$ cat src/rtl/clk_div_multi.sv
// clk_div_multi: multi-channel run-time programmable 50% clock divider with glitch-free ratio/stop changes
// Ports: clk_in/rst (async, active-high) | en per-channel run enable | div_load/div_sel/div_val
//        half-period write strobe, target and value | clk_out divided clocks | tick rising-edge
//        pulse | running channel active (RUN or STOPPING)
module clk_div_multi #(
  parameter int CHANNELS = 4,
  parameter int CNT_W = 16,
  parameter int DEFAULT_DIV = 2,
  localparam int SEL_W = CHANNELS > 1 ? $clog2(CHANNELS) : 1
) (
  input  logic                clk_in,
  input  logic                rst,
  input  logic [CHANNELS-1:0] en,
  input  logic                div_load,
  input  logic [SEL_W-1:0]    div_sel,
  input  logic [CNT_W-1:0]    div_val,
  output logic [CHANNELS-1:0] clk_out,
  output logic [CHANNELS-1:0] tick,
  output logic [CHANNELS-1:0] running
);
  typedef enum logic [1:0] {IDLE, RUN, STOPPING} state_t;
  logic [CNT_W-1:0] w_val;
  assign w_val = div_val == '0 ? CNT_W'(1) : div_val;
  for (genvar c = 0; c < CHANNELS; c++) begin : g_ch
    state_t r_state, w_next;
    logic [CNT_W-1:0] r_cnt, r_act, r_shd, w_cnt, w_act, w_shd;
    logic r_pend, r_clk, r_tick, r_run, w_pend, w_clk, w_tick, w_bnd, w_ld;
    // out-of-range selects match no channel, so they are dropped here
    assign w_ld = div_load && div_sel == SEL_W'(c);
    always_comb begin
      w_bnd = r_state != IDLE && r_cnt == r_act - 1'b1;
      w_next = r_state;
      w_cnt = r_cnt;
      w_clk = r_clk;
      w_tick = 1'b0;
      if (r_state == IDLE) begin
        w_cnt = '0;
        w_clk = 1'b0;
        w_next = en[c] ? RUN : IDLE;
      end else if (!en[c] && !r_clk) begin
        // stopping while low needs no phase completion; suppresses the pending rise
        w_cnt = '0;
        w_clk = 1'b0;
        w_next = IDLE;
      end else begin
        w_cnt = w_bnd ? '0 : r_cnt + 1'b1;
        w_clk = r_clk ^ w_bnd;
        w_tick = w_bnd & ~r_clk;
        w_next = en[c] ? RUN : w_bnd ? IDLE : STOPPING;
      end
      w_act = r_act;
      w_shd = r_shd;
      w_pend = r_pend;
      // a pending ratio lands at a phase boundary, or at once if the channel went idle first
      if (r_pend && (w_bnd || r_state == IDLE)) begin
        w_act = r_shd;
        w_pend = 1'b0;
      end
      // a load coinciding with a boundary stays pending for the following boundary
      if (w_ld) begin
        w_shd = w_val;
        if (r_state == IDLE) w_act = w_val;
        else w_pend = 1'b1;
      end
    end
    always_ff @(posedge clk_in or posedge rst) begin
      if (rst) begin
        r_state <= IDLE;
        r_cnt <= '0;
        r_clk <= 1'b0;
        r_tick <= 1'b0;
        r_run <= 1'b0;
        r_act <= CNT_W'(DEFAULT_DIV);
        r_shd <= CNT_W'(DEFAULT_DIV);
        r_pend <= 1'b0;
      end else begin
        r_state <= w_next;
        r_cnt <= w_cnt;
        r_clk <= w_clk;
        r_tick <= w_tick;
        r_run <= w_next != IDLE;
        r_act <= w_act;
        r_shd <= w_shd;
        r_pend <= w_pend;
      end
    end
    assign clk_out[c] = r_clk;
    assign tick[c] = r_tick;
    assign running[c] = r_run;
  end
endmodule
$ cat config.mk
export PLATFORM = sky130hd
export DESIGN_NAME = clk_div_multi
export DESIGN_NICKNAME = d
export VERILOG_FILES = /design/src/rtl/clk_div_multi.sv
export SDC_FILE = /design/constraint.sdc
export NUM_CORES = 1
export LEC_CHECK = 0
export ABC_AREA = 1
export CAP_MARGIN = 20
export CORE_ASPECT_RATIO = 0.6
export CORE_UTILIZATION = 66
export DETAILED_ROUTE_END_ITERATION = 16
export HOLD_SLACK_MARGIN = 0.08
export PLACE_DENSITY = 0.85
export SETUP_SLACK_MARGIN = 0.4
export SLEW_MARGIN = 20
export SYNTH_ARGS = -nofsm -noshare
export SYNTH_HDL_FRONTEND = slang
export SYNTH_SLANG_ARGS = --single-unit
$ cat constraint.sdc
create_clock -name clk_in -period 11.1 [get_ports clk_in]
set_input_delay 2.22 -clock clk_in [delete_from_list [all_inputs] [get_ports clk_in]]
set_output_delay 2.22 -clock clk_in [all_outputs]
set_load 0.03 [all_outputs]
==> flow_summary.toml <==
[die]
core-area_mm2 = 0.0184
die-area_mm2 = 0.0196
start_util_pct = 68.3
ios = 37
fp.dieW_um = 180
dieHeight_um = 109
rows = 38

[routing]
vias_per_cell = 5.64
wl_per_cell_um = 15.9
ant_nets = 0
drt_iter0_drc = 997
dr.pass1.iters = 5
wl_um = 30900
drc_errors = 0
num_vias = 10962

[cts]
htreeDepth = 1
clkSlewWorstSetupHoldPaths_ns = 0.07
post_cts_resized = 0
cts_tree = "built"
cts.sinks = 216
cts-root-buf = "clkbuf_16"
cts-hold-fix-buffers = 0
cts_made_buffers = 21
clock_path_buffers = 3
clk_latency_ns = 0.51
postCtsSetupBuffers = 0

[timing]
max-slew-margin-rel_pct = 35.8
min_period_ns = 5.11
max_freq_mhz = 196
skew_ns = 0.00653
hold_viol_final = 0
setup_viol = 0
fin_tns_setup_ns = 0
slew_viol_final = 0
tightest_slew_ns = 0.961
rsz0062_at_grt = "no"
timing.final.crit_share_pct = 46.0
whs_ns = 0.479

[setup_path]
worstPathBufferInverterCount = 3
cp-start-kind = "input pin"
cp_top_family = "simple AND/OR/NAND/NOR gates"
critical_path_required_ns = 11.49
endpoint_kind = "register"
cp_cell_sequence = "clkdlybuf4s50_1, inv_1, nor2_1, nand2_1, nor2_1, clkinv_1, nand3_1, nand2_1"
critPathMaxFanout = 33
slowest_delay_ns = 0.95
crit_arrival_ns = 5.50
critPathSlowestCell = "nor2_1"
critical_path_class = "input pin to register"

[place]
gp_congestion = 0.909
portBuffers = 36
dp_hpwl_um = 21800

[yosys]
synth_area_leaders = "dfrtp_1 41%, nand2_1 13%, nor2_1 6.3%"
syn_nets = 1728
yosysMostFrequentCell = "nand2_1"
ys_types = 44
synth_top_cell_by_area = "dfrtp_1"
yosys_most_used_dff = "dfrtp_1"
synth_top_area_share_pct = 41.5
synthArstFlopShare_pct = 100
synth.cell_area_mm2 = 0.0125
ys_ff_latch = 216
synth-edff-count = 0
syn_avg_cell_area_um2 = 7.42
yosys_warnings = 0
yosysSeqAreaShare_pct = 43.2
synth_common_cells = "444 x nand2_1, 211 x nor2_1, 208 x dfrtp_1"
synthCells = 1691

[power_and_ir_drop]
p_leak_nw = 6.56
vdd_ir_drop_max_mv = 0.129
pwr-share-seq_pct = 42.4
power_density_mw_per_mm2 = 179
internal_power_w = 0.00158
swShare_pct = 34.8
power.total_w = 0.00242
combPwrFrac_pct = 26.4
pwr-share-clk_pct = 31.2
switchingPower_w = 0.000844

[grt]
grt_pass1_vias = 10293
overflow = 0
antenna_found_initial = 0
grtUsageTotal_pct = 32.7
grt_max_degree = 137
grt_pass1_wl_um = 50900

[final_layout]
drive_above_1_share_pct = 5.58
fin_nets = 1728
final_util_pct = 74.0
syn_to_final_growth_pct = 8.24
fill_cells = 1386
antenna_cells = 0

[run_status]
status = "complete, no violations"

[hold_path]
hp-class = "register to register"

[job]
maxCapViolCount = 0
## registers in the layout (all words and copies together), names as in the netlist
signal        flops
g_ch.r_state      8
g_ch.r_shd       64
g_ch.r_cnt       64
g_ch.r_tick       4
g_ch.r_clk        4
g_ch.r_run        4
g_ch.r_pend       4
g_ch.r_act       64
## cells in the final DEF, fill, tap and decap left out, types with 4 or more instances in the layout
master           Yosys  final
nand2_1            444    444
nor2_1             211    211
dfrtp_1            208    208
inv_1              207    206
nand3_1            148    148
o21ai_0            107    107
xor2_1              55     55
nand3b_1            46     46
clkdlybuf4s50_1      0     36
nor3_1              34     33
xnor2_1             32     32
clkbuf_16            0     21
a21oi_1             19     19
nor2_2              16     16
ha_1                12     12
nor3b_1             11     11
nand4_1              9      9
nand2_2              8      8
nor4_1               8      8
dfstp_2              8      8
nor2_4               6      6
nand3_2              4      4
nor3_2               3      4
clkinv_2             0      4
buf_4               17      4
## per-layer routing
layer | vias to the layer above | track usage [%] | routed length [um]
met5 | - | 0.500 | 0
met4 | 0 | 7.39 | 510
met1 | 5155 | 46.7 | 13900
met3 | 54 | 9.65 | 3460
li1 | 5302 | - | -
met2 | 451 | 49.2 | 13000
## final cells by class
type                    count  area [um2]  area share [%]
repair buffers             41         402            2.96
inverters                 212         803            5.92
clock inverters            11         144            1.06
well taps                 240         300            2.21
flip-flops and latches    216        5420            39.9
clock buffers              25         571            4.20
multi-input cells        1199        5940            43.8
## logic make-up (layout without fill, tap and decap cells)
| group | after synthesis | in the layout | share of synthesized area, % |
|---|---|---|---|
| adder cells (fa/ha/maj) | 12 | 12 | 1.20 |
| XOR/XNOR | 87 | 87 | 6.07 |
| flip-flops | 216 | 216 | 43.2 |
| AND/OR/NAND/NOR | 957 | 957 | 33.9 |
| buffers and inverters | 276 | 289 | 9.50 |
| AO/OA/AOI/OAI | 142 | 142 | 6.10 |
| multiplexers | 1 | 1 | 0.0898 |
## per-stage QoR
step                instances  setup WS, ns  instance area [um2]
floorplan                1691          2.99                12500
global placement         1908          5.72                12900
detailed placement       1908          5.60                12900
CTS                      1944          6.09                13600
global route             1944          5.67                13600
finish                   1944          5.99                13600
## power groups by stage
stage	logic, W	registers [W]	clock network, W
after floorplan	0.000505	0.00100	0
after global placement	0.000593	0.00103	0
after detailed placement	0.000619	0.00104	0
after CTS	0.000628	0.00102	0.000760
after global routing	0.000729	0.00104	0.000791
final	0.000640	0.00103	0.000758
## worst min-delay path, cell delays in order, from the launching register on
cell and delay, ns:
dfrtp_1 0.34, nand2_1 0.05, o21ai_0 0.06
## worst paths after layout
check | start | to | slack, ns | cells past startpoint
setup / recovery | div_load | g_ch[2].r_act[8]$_DFF_PP0_ | 5.99 | 8
hold / removal | g_ch[1].r_shd[7]$_DFFE_PP0P_ | g_ch[1].r_shd[7]$_DFFE_PP0P_ | 0.48 | 2
setup reg to reg | g_ch[3].r_act[0]$_DFF_PP0_ | g_ch[3].r_cnt[9]$_DFF_PP0_ | 7.94 | 12
hold reg to reg | g_ch[1].r_shd[7]$_DFFE_PP0P_ | g_ch[1].r_shd[7]$_DFFE_PP0P_ | 0.48 | 2
max in group asynchronous | rst | g_ch[0].r_act[3]$_DFF_PP0_ | 7.44 | 3
min in group asynchronous | rst | g_ch[3].r_act[7]$_DFF_PP0_ | 2.31 | 2
No activity file was read; power rests on OpenSTA's default activity.
==> edit: new RTL, same settings <==
Re-encode `state_t` (3 states) as one-hot, 3 bits wide.
--- a/src/rtl/clk_div_multi.sv
+++ b/src/rtl/clk_div_multi.sv
@@ -20,3 +20,3 @@
 );
-  typedef enum logic [1:0] {IDLE, RUN, STOPPING} state_t;
+  typedef enum logic [2:0] {IDLE = 3'b001, RUN = 3'b010, STOPPING = 3'b100} state_t;
   logic [CNT_W-1:0] w_val;
Behaviour: no difference found for any inputs over 4 cycles, from zero or initial values and one cycle with rst high; so few cycles prove little.
==> edit against the original RTL <==
Power is 19% higher; final area is 4.2% higher; via count is 5.5% higher; clock skew is 16 ps higher; sequential cell count is 4 higher; synthesized area is 3.0% higher; critical path depth is 2 lower; combinational power is 33% higher; wire length is 3.4% higher; hold slack better by 8.5 ps; setup slack better by 1100 ps; die area is 3.0% higher; largest cell class unchanged.
==> edit: results (changes against the original RTL) <==
| Metric | Value |
|---|---|
| DP Area | `0.0132 sq mm (+3.0%)` |
| Adder-Cell Fraction of Synth Area | `1.16% (-0.035 points)` |
| Fill count | `1463 (+5.6%)` |
| Status | `finished clean` |
| Metal3 WL | `3.22 mm (-6.9%)` |
| Pin count of the biggest net entering global routing | `143 (+4.4%)` |
| GP Congestion | `0.938 (+3.2%)` |
| Routed via count | `11.6k (+5.5%)` |
| Post-synthesis compound-gate area fraction | `7.29% (+1.2 points)` |
| Hold_ws | `487 ps (+8.46 ps)` |
| Initial DRC Count | `1199 (+20%)` |
| Mux cell area share after synthesis | `0% (-0.090 points)` |
| Post-Synth XOR/XNOR Area | `6.24% (+0.16 points)` |
| Synth top area cells | `dfrtp_1, nand2_1, nor2_1` |
| Initial antenna violation count | `1 (+1)` |
| Number of global-route vias before repair | `10.5k (+1.6%)` |
| Cts bufs inserted | `22 (+4.8%)` |
| Met1 WL | `14.2 mm (+2.3%)` |
| Yosys cell types | `45 (+2.3%)` |
| R2R depth | `10 (-2)` |
| Leakage | `0.00697 uW (+6.3%)` |
| CP max-delay cell | `nand2_1` |
| Wire per inst | `15.6 microns (-1.8%)` |
| First-pass GRT wire length | `51.4 mm (+0.94%)` |
| Crit path time final | `3990 ps (-1110 ps)` |
| Register area share after synthesis | `42.7% (-0.44 points)` |
| GRT Total Usage | `32.4% (-0.30 points)` |
edit: where the power goes:
group	internal [uW]	switching, uW	leakage (uW)
Clock	603	324	0.000434
Sequential	942	160	0.00279
Combinational	316	537	0.00374
edit: metrics by stage:
stage / total power, uW / cells
after floorplan: 1740 / 1774
after global placement: 1900 / 2006
after detailed placement: 1940 / 2006
after CTS: 2870 / 2046
after global routing: 3050 / 2046
final: 2880 / 2046
edit: layout make-up:
type / count / area [sq um] / share of cell area [%]
well taps: 266 / 333 / 2.35
repair buffers: 38 / 379 / 2.68
inverters: 188 / 713 / 5.04
flip-flops and latches: 220 / 5520 / 39.0
clock buffers: 29 / 618 / 4.37
clock inverters: 11 / 287 / 2.02
multi-input cells: 1294 / 6300 / 44.5
edit: worst max-delay path, delay by kind of cell:
kind / cells / cell delay [ps]
buffers and inverters: 2 / 570
and+or+nand+nor: 4 / 1570
edit: final timing paths:
| path | startpoint | to |
|---|---|---|
| worst max-delay path | div_sel[1] | g_ch[2].r_act[12] |
| worst min-delay path | g_ch[2].r_shd[0] | g_ch[2].r_shd[0] |
| worst max register to register | g_ch[0].r_act[0] | g_ch[0].r_state[0] |
| worst min register to register | g_ch[2].r_shd[0] | g_ch[2].r_shd[0] |
| max in group asynchronous | rst | g_ch[2].r_act[10] |
| min in group asynchronous | rst | g_ch[3].r_shd[3] |
edit: logic make-up after synthesis:
| logic type | Yosys count |
|---|---|
| adder cells (fa/ha/maj) | 12 |
| flip-flops | 220 |
| buffers and inverters | 260 |
| AO/OA/AOI/OAI | 169 |
| AND/OR/NAND/NOR | 1021 |
| XOR/XNOR | 92 |
edit: per-layer routing:
metal / up-vias / GRT usage [%]
li1: 5578 / -
met1: 5471 / 46.7
met2: 445 / 50.1
met3: 69 / 7.46
met4: 0 / 6.72
met5: - / 0
